===== config.mk =====
export PLATFORM = sky130hd
export DESIGN_NAME = env_vca
export DESIGN_NICKNAME = d
export VERILOG_FILES = /design/src/rtl/env_vca.sv
export SDC_FILE = /design/constraint.sdc
export NUM_CORES = 1
export LEC_CHECK = 0
export ABC_AREA = 1
export CORE_ASPECT_RATIO = 1.4
export CORE_MARGIN = 2
export CORE_UTILIZATION = 29
export DETAILED_ROUTE_END_ITERATION = 10
export GPL_TIMING_DRIVEN = 0
export PLACE_DENSITY_LB_ADDON = 0.08
export SETUP_SLACK_MARGIN = 0.4
export SLEW_MARGIN = 10
export SYNTH_ARGS = -nofsm -noshare
export SYNTH_HDL_FRONTEND = slang
export SYNTH_SLANG_ARGS = --single-unit

===== constraint.sdc =====
create_clock -name sample_clk -period 7.9 [get_ports sample_clk]
set_input_delay 1.185 -clock sample_clk [delete_from_list [all_inputs] [get_ports sample_clk]]
set_output_delay 1.185 -clock sample_clk [all_outputs]
set_load 0.02 [all_outputs]

===== src/rtl/env_vca.sv =====
// Attack/sustain/release envelope generator and VCA for the eurorack-pmod chain.
// Define ENV_VCA_EXP_RELEASE_EN for exponential release; linear release otherwise.
//
// state     | meaning
// ----------+-----------------------------------------------------------
// S_IDLE    | envelope parked at 0, waiting for a gate rising edge
// S_ATTACK  | env rises by ainc per sample, saturating at full scale
// S_SUSTAIN | env held at full scale while the gate stays high
// S_RELEASE | env falls toward 0; reaching 0 fires the end-of-cycle pulse
module env_vca #(
    parameter int W           = 16,
    parameter int GATE_ON     = 4000,
    parameter int GATE_OFF    = 2000,
    parameter int PULSE_LEVEL = 20000
) (
    input  logic                sample_clk,
    input  logic                rst,
    input  logic signed [W-1:0] sample_in0,
    input  logic signed [W-1:0] sample_in1,
    input  logic signed [W-1:0] sample_in2,
    input  logic signed [W-1:0] sample_in3,
    output logic signed [W-1:0] sample_out0,
    output logic signed [W-1:0] sample_out1,
    output logic signed [W-1:0] sample_out2,
    output logic signed [W-1:0] sample_out3,
    input  logic [7:0]          jack
);

    typedef enum logic [1:0] {
        S_IDLE    = 2'd0,
        S_ATTACK  = 2'd1,
        S_SUSTAIN = 2'd2,
        S_RELEASE = 2'd3
    } state_t;

    localparam logic [23:0]         ENV_MAX = 24'hFFFFFF;
    localparam logic signed [W-1:0] TH_ON   = W'(GATE_ON);
    localparam logic signed [W-1:0] TH_OFF  = W'(GATE_OFF);
    localparam logic signed [W-1:0] PULSE   = W'(PULSE_LEVEL);
    localparam logic signed [W-1:0] CV_MAX  = W'(32767);

    state_t r_state;
    state_t w_state_nxt;
    logic [23:0] r_env;
    logic [23:0] w_env_nxt;
    logic        r_gate;
    logic        w_gate_nxt;
    logic        w_eoc;

    logic [14:0]          w_ca;
    logic [14:0]          w_cr;
    logic [13:0]          w_ainc;
    logic [24:0]          w_sum;
    logic                 w_att_sat;
    logic [23:0]          w_env_att;
    logic [23:0]          w_dec;
    logic                 w_rel_zero;
    logic [23:0]          w_env_rel;
    logic [15:0]          w_lvl;
    logic signed [W+16:0] w_prod;
    logic                 w_unused_bits;

    function automatic logic [14:0] clamp_cv(input logic signed [W-1:0] v);
        logic [14:0] c;
        if (v[W-1])
            c = '0;
        else if (v > CV_MAX)
            c = 15'h7FFF;
        else
            c = v[14:0];
        return c;
    endfunction

    always_comb begin
        w_gate_nxt = r_gate;
        if (sample_in1 >= TH_ON)
            w_gate_nxt = 1'b1;
        else if (sample_in1 < TH_OFF)
            w_gate_nxt = 1'b0;
    end

    assign w_ca = clamp_cv(sample_in2);
    assign w_cr = clamp_cv(sample_in3);

    // (32767 - c) is just ~c for a 15-bit c
    assign w_ainc    = {1'b0, ~w_ca[14:2]} + 14'd1;
    assign w_sum     = {1'b0, r_env} + {11'd0, w_ainc};
    assign w_att_sat = (w_sum >= {1'b0, ENV_MAX});
    assign w_env_att = w_att_sat ? ENV_MAX : w_sum[23:0];

`ifdef ENV_VCA_EXP_RELEASE_EN
    logic [3:0]  w_shamt;
    logic [23:0] w_shr;
    assign w_shamt = 4'd4 + {1'b0, w_cr[14:12]};
    assign w_shr   = r_env >> w_shamt;
    // Tail of the exponential would stall forever without the minimum step of 1
    assign w_dec   = (w_shr == 24'd0) ? 24'd1 : w_shr;
    assign w_unused_bits = ^{jack, w_prod[15:0], w_prod[W+16], w_ca[1:0], w_cr[11:0]};
`else
    logic [13:0] w_rdec;
    assign w_rdec = {1'b0, ~w_cr[14:2]} + 14'd1;
    assign w_dec  = {10'd0, w_rdec};
    assign w_unused_bits = ^{jack, w_prod[15:0], w_prod[W+16], w_ca[1:0], w_cr[1:0]};
`endif

    assign w_rel_zero = (r_env <= w_dec);
    assign w_env_rel  = w_rel_zero ? 24'd0 : (r_env - w_dec);

    assign w_lvl  = r_env[23:8];
    assign w_prod = sample_in0 * $signed({1'b0, w_lvl});

    always_comb begin
        w_state_nxt = r_state;
        w_env_nxt   = r_env;
        w_eoc       = 1'b0;
        case (r_state)
            S_IDLE: begin
                w_env_nxt = 24'd0;
                if (w_gate_nxt && !r_gate)
                    w_state_nxt = S_ATTACK;
            end
            S_ATTACK: begin
                w_env_nxt = w_env_att;
                if (!w_gate_nxt)
                    w_state_nxt = S_RELEASE;
                else if (w_att_sat)
                    w_state_nxt = S_SUSTAIN;
            end
            S_SUSTAIN: begin
                w_env_nxt = ENV_MAX;
                if (!w_gate_nxt)
                    w_state_nxt = S_RELEASE;
            end
            S_RELEASE: begin
                w_env_nxt = w_env_rel;
                // A retrigger landing on the zero crossing suppresses the EOC
                if (w_gate_nxt)
                    w_state_nxt = S_ATTACK;
                else if (w_rel_zero) begin
                    w_state_nxt = S_IDLE;
                    w_eoc       = 1'b1;
                end
            end
            default: begin
                w_state_nxt = S_IDLE;
                w_env_nxt   = 24'd0;
            end
        endcase
    end

    always_ff @(posedge sample_clk) begin
        if (rst) begin
            r_state     <= S_IDLE;
            r_env       <= 24'd0;
            r_gate      <= 1'b0;
            sample_out0 <= '0;
            sample_out1 <= '0;
            sample_out2 <= '0;
            sample_out3 <= '0;
        end else begin
            r_state     <= w_state_nxt;
            r_env       <= w_env_nxt;
            r_gate      <= w_gate_nxt;
            sample_out0 <= w_prod[W+15:16];
            sample_out1 <= W'({1'b0, w_lvl[15:1]});
            sample_out2 <= w_gate_nxt ? PULSE : '0;
            sample_out3 <= w_eoc ? PULSE : '0;
        end
    end

endmodule


# Word level (Yosys, flattened, before mapping)
# Index checks and enable logic that the tools add are counted.
[word_totals]
reg_bits = 91
output_inout_bits = 64
elab_cells = 53
[op_classes]
n_eq_ne = 7
bitwise_logic = 2
magnitude_cmp = 6
n_mul = 1
n_addsub = 4
muxes = 21
reduce_logical = 4
[op_table]
columns = ["operator", "count"]
rows = [
  ["24-bit case mux with 4 select lines", 1],
  ["15-bit two-way mux", 6],
  ["24-bit two-way mux", 2],
  ["16-bit > comparator (second input constant)", 2],
  ["16-bit by 17-bit multiplier with 32-bit output", 1],
  ["13-bit by 1-bit adder with 14-bit output (second input constant)", 2],
  ["13-bit NOT", 2],
  ["24-bit by 14-bit adder with 25-bit output", 1],
  ["25-bit by 24-bit greater-or-equal comparator with 1-bit output (second input constant)", 1],
  ["24-bit by 14-bit less-or-equal comparator with 1-bit output", 1],
  ["24-bit by 14-bit subtractor with 24-bit output", 1],
  ["16-bit by 13-bit greater-or-equal comparator with 1-bit output (second input constant)", 1],
  ["16-bit by 12-bit < comparator with 1-bit output (second input constant)", 1],
  ["2-bit two-way mux", 6],
  ["2-bit case mux with 4 select lines", 1],
  ["3-bit != test (second input constant)", 2],
  ["1-bit two-way mux", 5],
  ["2-bit equality test (second input constant)", 2],
  ["2-bit != test (second input constant)", 2],
  ["4-bit AND reduction", 1],
  ["2-bit by 1-bit equality test with 1-bit output (second input constant)", 1],
  ["2-bit logical NOT", 1],
  ["1-bit logical AND", 1],
  ["1-bit logical NOT", 1],
]

# Logic depth before layout (Yosys ltp)
# Gate-level depths: netlist of the first run.
[logic_depth]
word_depth = 10
mapped_depth = 27
mapped_depth_nobuf = 25

# Least setup slack after synthesis of the first run
# Ideal clock, no wire load.
[synth_timing]
path_type = "input -> register"
from = "input sample_in0[9]"
to = "register sample_out0[8]"
arrival_ns = 6.357
required_time_ns = 7.780
path_buffers = 2
stages = 24
setup_slack_ns = 1.423
setup_time_ns = 0.120
path_cell_list = "clkbuf_1 > clkbuf_1 > nand2_1 > fa_1 > inv_1 > fa_1 > inv_1 > fa_1 > inv_1 > fa_1 > fa_1 > inv_1 > fa_1 > inv_1 > ha_1 > nand2_1 > nor2_1 > inv_1 > nor3_1 > nor2_1 > o21ai_0 > a21oi_1 > o21ai_0 > a21oi_1"
[synth_via]
elab_chain_len = 1
[synth_rtl]
columns = ["item", "line", "rtl"]
rows = [
  ["from (decl)", "18", "input logic signed [W-1:0] sample_in0,"],
  ["16-bit by 17-bit multiplier with 32-bit output", "110", "assign w_prod = sample_in0 * $signed({1'b0, w_lvl});"],
  ["to (signal assigned)", "164", "sample_out0 <= w_prod[W+15:16];"],
  ["to (decl)", "22", "output logic signed [W-1:0] sample_out0,"],
]
# No other way between the ends.
# A chain may end at the register's enable or synchronous reset.

# Final worst setup path of the first run
[layout_timing]
from = "input sample_in0[2]"
to = "register sample_out0[8]"
# The elaborated chain is that of the path after synthesis.

==> flow_metrics.py, run 1 <==
metrics = {
    "routing": {
        "drt-initial-drc-count": 550,
        "vias_per_cell": 4.55,
        "antenna_left": 0,
        "drc_errors": 0,
        "vias": 12800,
        "post_drt_wl_per_cell_um": 18.1,
        "drt_pass1_iterations": 5,
        "wl_um": 50700,
    },
    "layout": {
        "final_area_um2": 16100,
        "area_growth_pct": 15.0,
        "nFillCells": 5285,
        "final_common_cell": "nand2_1",
        "antenna_cells": 0,
        "layout-drive-gt1-share_pct": 4.69,
        "final_cell_mix": "nand2_1 (530), inv_1 (501), fa_1 (195)",
        "nNetsFinal": 2586,
    },
    "floorplan": {
        "die-area_um2": 50000,
        "row_count": 95,
        "die_y_um": 264,
        "core_area_um2": 47800,
        "num_io_pins": 138,
        "fp.dieW_um": 190,
        "initial_core_util_pct": 29.3,
    },
    "worst_setup_path": {
        "cp-startpoint": "sample_in0[2]",
        "cp-end-kind": "flop",
        "reg2regPathDepth": 24,
        "crit_required_ns": 8.18,
        "r2r_slack_ns": 0.82,
        "crit_path_start_kind": "input pin",
        "reg2reg_from": "r_env[11]$_SDFF_PP0_",
        "endpoint": "sample_out0[8]$_SDFF_PP0_",
        "crit_fanout": 10,
        "cp.arrival_ns": 7.49,
        "crit_type": "input pin to flop",
        "reg2reg_to": "sample_out0[8]$_SDFF_PP0_",
    },
    "grt": {
        "grt_pass1_wl_um": 79000,
        "antenna_found_initial": 3,
        "grt_start_max_net_pins": 17,
        "grtUsageTotal_pct": 21.2,
        "grt_overflow_total": 0,
        "grt_pass1_vias": 13600,
    },
    "clocking": {
        "path_clk_slew_ns": 0.05,
        "cts.sinks": 59,
        "htreeDepth": 3,
        "clockBufferDepth": 2,
        "cts_tree": "done",
        "cts-root-buf": "clkbuf_16",
        "clock_latency_ns": 0.35,
        "cts_buffers": 9,
    },
    "power": {
        "clockPowerShare_pct": 8.9,
        "power.density_nw_per_um2": 313,
        "p_seq_share_pct": 9.0,
        "switching_share_pct": 57.8,
        "power_leakage_nw": 9.10,
        "ir_worst_vdd_mv": 0.204,
        "p_comb_share_pct": 82.2,
        "switchingPower_mw": 2.91,
        "p_int_mw": 2.13,
    },
    "sta": {
        "slew_headroom_pct": 40.1,
        "rsz0062_at_grt": "false",
        "final.period_utilization_pct": 91.2,
        "finClkSkew_ns": 0.00738,
        "finalCriticalPeriod_ns": 7.20,
        "finalSetupViolCount": 0,
        "tightest_slew_ns": 0.897,
        "final-max-slew-violation-count": 0,
        "setup_slack_ns": 0.696,
        "max_freq_mhz": 139,
        "hold_viol": 0,
    },
    "synthesis": {
        "yosysWarnings": 0,
        "postSynthCellCount": 2052,
        "synth_top_family_by_area": "adder cells",
        "synth_cell_types": 43,
        "synthAdderAreaFrac_pct": 41.0,
        "synth-seq-cells": 59,
        "synth_edf_count": 0,
        "synthesis.area_um2": 14000,
        "avgSynthCellArea_um2": 6.82,
        "synth-simple-area-share_pct": 23.1,
        "synthXorXnorAreaFrac_pct": 2.19,
        "synth.area.mux_share_pct": 0,
        "ys_seq_area_share_pct": 8.44,
        "ys_async_sr_fraction_pct": 0,
        "synth_compound_area_share_pct": 7.55,
        "synthFlopType": "dfxtp_1",
    },
    "hold_path": {
        "min_path_cells": 2,
        "hp-class": "flop to flop",
    },
    "place": {
        "port_buffers": 85,
        "hpwlAfterDp_um": 43400,
        "pre_cts_ws_ns": -0.179,
        "gp_congestion": 0.865,
        "place_area_um2": 15700,
    },
    "outcome": {
        "status": "finished clean",
    },
    "flow_run": {
        "drv_cap": 0,
    },
}
==> per-layer routing <==
metal | wire, um | vias to the layer above | track usage, %
li1 | - | 6301 | -
met1 | 18100 | 6104 | 21.6
met2 | 28200 | 253 | 41.9
met3 | 1280 | 100 | 1.81
met4 | 3020 | 6 | 11.4
met5 | 37 | - | 0
==> how the worst min path moves through the flow <==
| stage | end | startpoint | slack, ns |
|---|---|---|---|
| after floorplan | r_state[1]$_SDFFE_PP0P_ | r_state[1]$_SDFFE_PP0P_ | 0.50 |
| after global placement | r_state[0]$_SDFFE_PP0P_ | r_state[0]$_SDFFE_PP0P_ | 0.54 |
| after detailed placement | r_state[1]$_SDFFE_PP0P_ | r_state[1]$_SDFFE_PP0P_ | 0.55 |
| after CTS | r_state[0]$_SDFFE_PP0P_ | r_state[0]$_SDFFE_PP0P_ | 0.56 |
| after global routing | r_state[1]$_SDFFE_PP0P_ | r_state[1]$_SDFFE_PP0P_ | 0.60 |
| final | r_state[1]$_SDFFE_PP0P_ | r_state[1]$_SDFFE_PP0P_ | 0.55 |
==> repair_timing <==
item | 4_1_cts | 5_1_grt
hold buffers | 0 | 0
resized for setup | 4 | 43
setup buffers | 0 | 2
endpoints found under the setup margin | 5 | 8
==> kinds of logic (layout without fill, tap and decap cells) <==
family,after synthesis,in the layout
simple gates,795,795
buf+inv,621,723
fa+ha+maj,341,341
compound gates,200,200
flops,59,59
xor+xnor,35,35
other cells,1,23
==> power groups by stage <==
stage | Combinational [mW] | Clock (mW) | Sequential (mW)
2_1_floorplan | 2.78 | 0 | 0.463
3_3_place_gp | 4.21 | 0 | 0.459
3_5_place_dp | 4.21 | 0 | 0.459
4_1_cts | 4.24 | 0.456 | 0.453
5_1_grt | 4.75 | 0.467 | 0.457
6_report | 4.14 | 0.447 | 0.452
==> synthesized netlist by cell type, drive strengths merged (19+ instances only) <==
master,instances,area [um2]
a21oi,118,594
inv,508,1910
nand2,532,2000
nor2,135,509
o21ai,60,300
clkbuf,61,230
buf,52,345
ha,146,1830
nand3,75,380
fa,195,3900
dfxtp,59,1180
xor2,22,193
nand4,19,119
==> final cells by class <==
type,count,area (um2),area share [%]
timing repair buffer,87,871,5.41
sequential,59,1180,7.34
clock inverter,4,72.6,0.451
inverter,508,1910,11.8
clock buffer,12,256,1.59
buffer,112,602,3.74
tap,630,788,4.90
multi-input combinational,1394,10400,64.7
==> registers in the layout, summed over array words and instances (netlist names) <==
name	flops
r_state	2
sample_out1	15
sample_out0	16
r_env	24
sample_out3	1
sample_out2	1
==> worst max-delay path, stage by stage <==
cell	delay, ns
clkbuf_1	0.46
clkbuf_2	0.41
nand2_1	0.13
fa_1	0.57
fa_1	0.44
fa_1	0.52
inv_1	0.06
fa_1	0.47
fa_1	0.54
inv_1	0.05
fa_1	0.73
inv_1	0.09
ha_1	0.35
a21oi_1	0.24
o21ai_0	0.16
a21oi_1	0.15
inv_1	0.05
nor2_1	0.19
o21ai_0	0.20
a21oi_1	0.27
o21ai_0	0.12
a21oi_1	0.13
==> per-stage QoR <==
stage	util, %	hold WS, ns	total power, mW	std cells	setup TNS, ns
3_3_place_gp	32.9	0.543	4.67	2789	-0.285
4_1_cts	33.6	0.558	5.15	2804	0
5_1_grt	33.7	0.604	5.68	2806	0
3_5_place_dp	32.9	0.553	4.67	2789	-0.308
2_1_floorplan	-	0.503	3.24	2074	0
6_report	33.7	0.552	5.04	2806	0
(Power assumes the default switching activity.)
==> run 2: changes to the inputs <==
--- a/config.mk
+++ b/config.mk
@@ -6,9 +6,12 @@
 export NUM_CORES = 1
 export LEC_CHECK = 0
 export ABC_AREA = 1
+export CELL_PAD_IN_SITES_DETAIL_PLACEMENT = 0
+export CELL_PAD_IN_SITES_GLOBAL_PLACEMENT = 1
 export CORE_ASPECT_RATIO = 1.4
 export CORE_MARGIN = 2
 export CORE_UTILIZATION = 29
+export CTS_BUF_LIST = sky130_fd_sc_hd__clkbuf_4 sky130_fd_sc_hd__clkbuf_8 sky130_fd_sc_hd__clkbuf_16
 export DETAILED_ROUTE_END_ITERATION = 10
 export GPL_TIMING_DRIVEN = 0
 export PLACE_DENSITY_LB_ADDON = 0.08
==> flow_metrics.py, run 2 (synthesized netlist as in run 1, its figures left out) <==
metrics = {
    "sta": {
        "setup-tns-final_ns": 0,
        "hold_viol": 0,
        "rsz0062_at_grt": "false",
        "finalCriticalPeriod_ns": 7.16,
        "final-max-slew-violation-count": 0,
        "setup_slack_ns": 0.736,
        "slew_headroom_pct": 46.1,
        "whs_ns": 0.561,
        "tightest_slew_ns": 0.808,
        "finClkSkew_ns": 0.0116,
        "finalSetupViolCount": 0,
        "final.period_utilization_pct": 90.7,
        "max_freq_mhz": 140,
    },
    "layout": {
        "final_cell_mix": "nand2_1 (530), inv_1 (502), fa_1 (195)",
        "top_register": "r_env",
        "nNetsFinal": 2584,
        "layout-drive-gt1-share_pct": 4.83,
        "largest_reg_flops": 24,
        "nFillCells": 5431,
        "multi_input_area_um2": 10400,
        "ff_latch_area_um2": 1180,
        "reg_top3": "r_env (24), sample_out0 (16), sample_out1 (15)",
        "area_growth_pct": 14.9,
        "antenna_cells": 0,
        "final_common_cell": "nand2_1",
        "final_area_um2": 16100,
    },
    "hold_path": {
        "hp-class": "flop to flop",
        "hold_start": "r_state[0]$_SDFFE_PP0P_",
    },
    "worst_setup_path": {
        "endpoint": "sample_out0[8]$_SDFF_PP0_",
        "crit_top_cell": "inv_1",
        "cp.arrival_ns": 7.40,
        "crit_fanout": 10,
        "crit_type": "input pin to flop",
        "crit_chain": "clkbuf_1 -> clkbuf_1 -> nand2_1 -> fa_1 -> inv_1 -> ha_1 -> inv_1 -> fa_1 -> inv_1 -> fa_1 -> fa_1 -> inv_1 -> fa_1 -> inv_1 -> ha_1 -> nand2_1 -> nor2_1 -> inv_1 -> nor3_1 -> nor2_1 -> o21ai_0 -> a21oi_1 -> o21ai_0 -> a21oi_1",
        "reg2reg_from": "r_env[12]$_SDFF_PP0_",
        "critPathMaxStageDelay_ns": 0.68,
        "reg2regPathDepth": 24,
        "crit_path_start_kind": "input pin",
        "cp_slowest_cell": "fa_1",
        "crit_required_ns": 8.13,
        "cp-startpoint": "sample_in0[11]",
        "reg2reg_to": "sample_out0[8]$_SDFF_PP0_",
        "r2r_slack_ns": 0.83,
        "cp-end-kind": "flop",
    },
    "grt": {
        "grtUsageTotal_pct": 21.5,
        "grt_pass1_vias": 13800,
        "grt_pass1_wl_um": 79700,
        "grt_overflow_total": 0,
        "antenna_found_initial": 4,
        "grt_start_max_net_pins": 17,
    },
    "floorplan": {
        "row_count": 95,
        "initial_core_util_pct": 29.3,
        "fp.dieW_um": 190,
        "die_y_um": 264,
        "core_area_um2": 47800,
        "die-area_um2": 50000,
        "num_io_pins": 138,
    },
    "power": {
        "ir_worst_vdd_mv": 0.178,
        "power.density_nw_per_um2": 312,
        "power_leakage_nw": 9.11,
    },
    "routing": {
        "vias_per_cell": 4.53,
        "wl_um": 52200,
        "drc_errors": 0,
        "drt_pass1_iterations": 5,
        "antenna_left": 0,
        "vias": 12700,
        "post_drt_wl_per_cell_um": 18.6,
        "drt-initial-drc-count": 502,
    },
    "place": {
        "place_area_um2": 15700,
        "hpwlAfterDp_um": 44600,
        "port_buffers": 85,
        "pre_cts_ws_ns": -0.153,
        "gp_congestion": 0.854,
    },
    "clocking": {
        "clockBufferDepth": 2,
        "cts-root-buf": "clkbuf_16",
        "cts_buffers": 9,
        "cts_tree": "done",
        "clock_latency_ns": 0.36,
        "path_clk_slew_ns": 0.06,
        "htreeDepth": 3,
        "cts.sinks": 59,
    },
    "outcome": {
        "status": "finished clean",
    },
    "flow_run": {
        "drv_cap": 0,
    },
}
## run 2: cell types whose count changed in the layout (fill, tap and decap cells not counted), sizes merged
cell	change
buf	-3
clkinv	+1
## run 2: how the worst min path moves through the flow
stage                         endpoint  cells past startpoint  slack (ns)
6_report       r_state[0]$_SDFFE_PP0P_                      2        0.56
5_1_grt        r_state[0]$_SDFFE_PP0P_                      2        0.58
4_1_cts        r_state[0]$_SDFFE_PP0P_                      2        0.57
3_5_place_dp   r_state[1]$_SDFFE_PP0P_                      2        0.56
3_3_place_gp   r_state[1]$_SDFFE_PP0P_                      2        0.54
2_1_floorplan  r_state[1]$_SDFFE_PP0P_                      2        0.50
## run 2: through the flow
stage / utilization, % / std cells / power [mW]
floorplan: - / 2074 / 3.24
global placement: 32.9 / 2789 / 4.68
detailed placement: 32.9 / 2789 / 4.67
CTS: 33.6 / 2804 / 5.15
global route: 33.6 / 2804 / 5.65
finish: 33.6 / 2804 / 5.01
## run 2: cell type report
type,instances,area share [%]
multi-input combinational,1394,64.8
inverter,508,11.9
sequential,59,7.35
timing repair buffer,85,5.32
tap,630,4.90
buffer,112,3.80
clock buffer,11,1.49
clock inverter,5,0.483
## run 2: report_power, final
group	switching (mW)	total (mW)	leakage (nW)	internal (mW)
sequential	0.0711	0.448	0.482	0.377
clock	0.152	0.433	0.156	0.282
combinational	2.68	4.13	8.47	1.44
total	2.91	5.01	9.11	2.10
## run 2: what timing repair did
action	4_1_cts	5_1_grt
pin swaps	0	1
hold buffers	0	0
gates resized for setup	7	47
endpoints found under the setup margin	5	6
buffers inserted	0	0
## run 2: worst max-delay path: cells and delay by family
| kind | cells | cell delay (ns) |
|---|---|---|
| compound gates | 4 | 0.83 |
| fa+ha+maj | 7 | 3.44 |
| buf+inv | 8 | 1.24 |
| simple gates | 5 | 0.69 |
## run 2: routing by layer
layer / vias up / global-route usage, % / part of all wire, %
met5: - / 0 / 0.071
met3: 83 / 1.61 / 2.1
met1: 6111 / 20.3 / 34
met2: 204 / 45.5 / 59
met4: 6 / 10.0 / 4.8
li1: 6300 / - / -
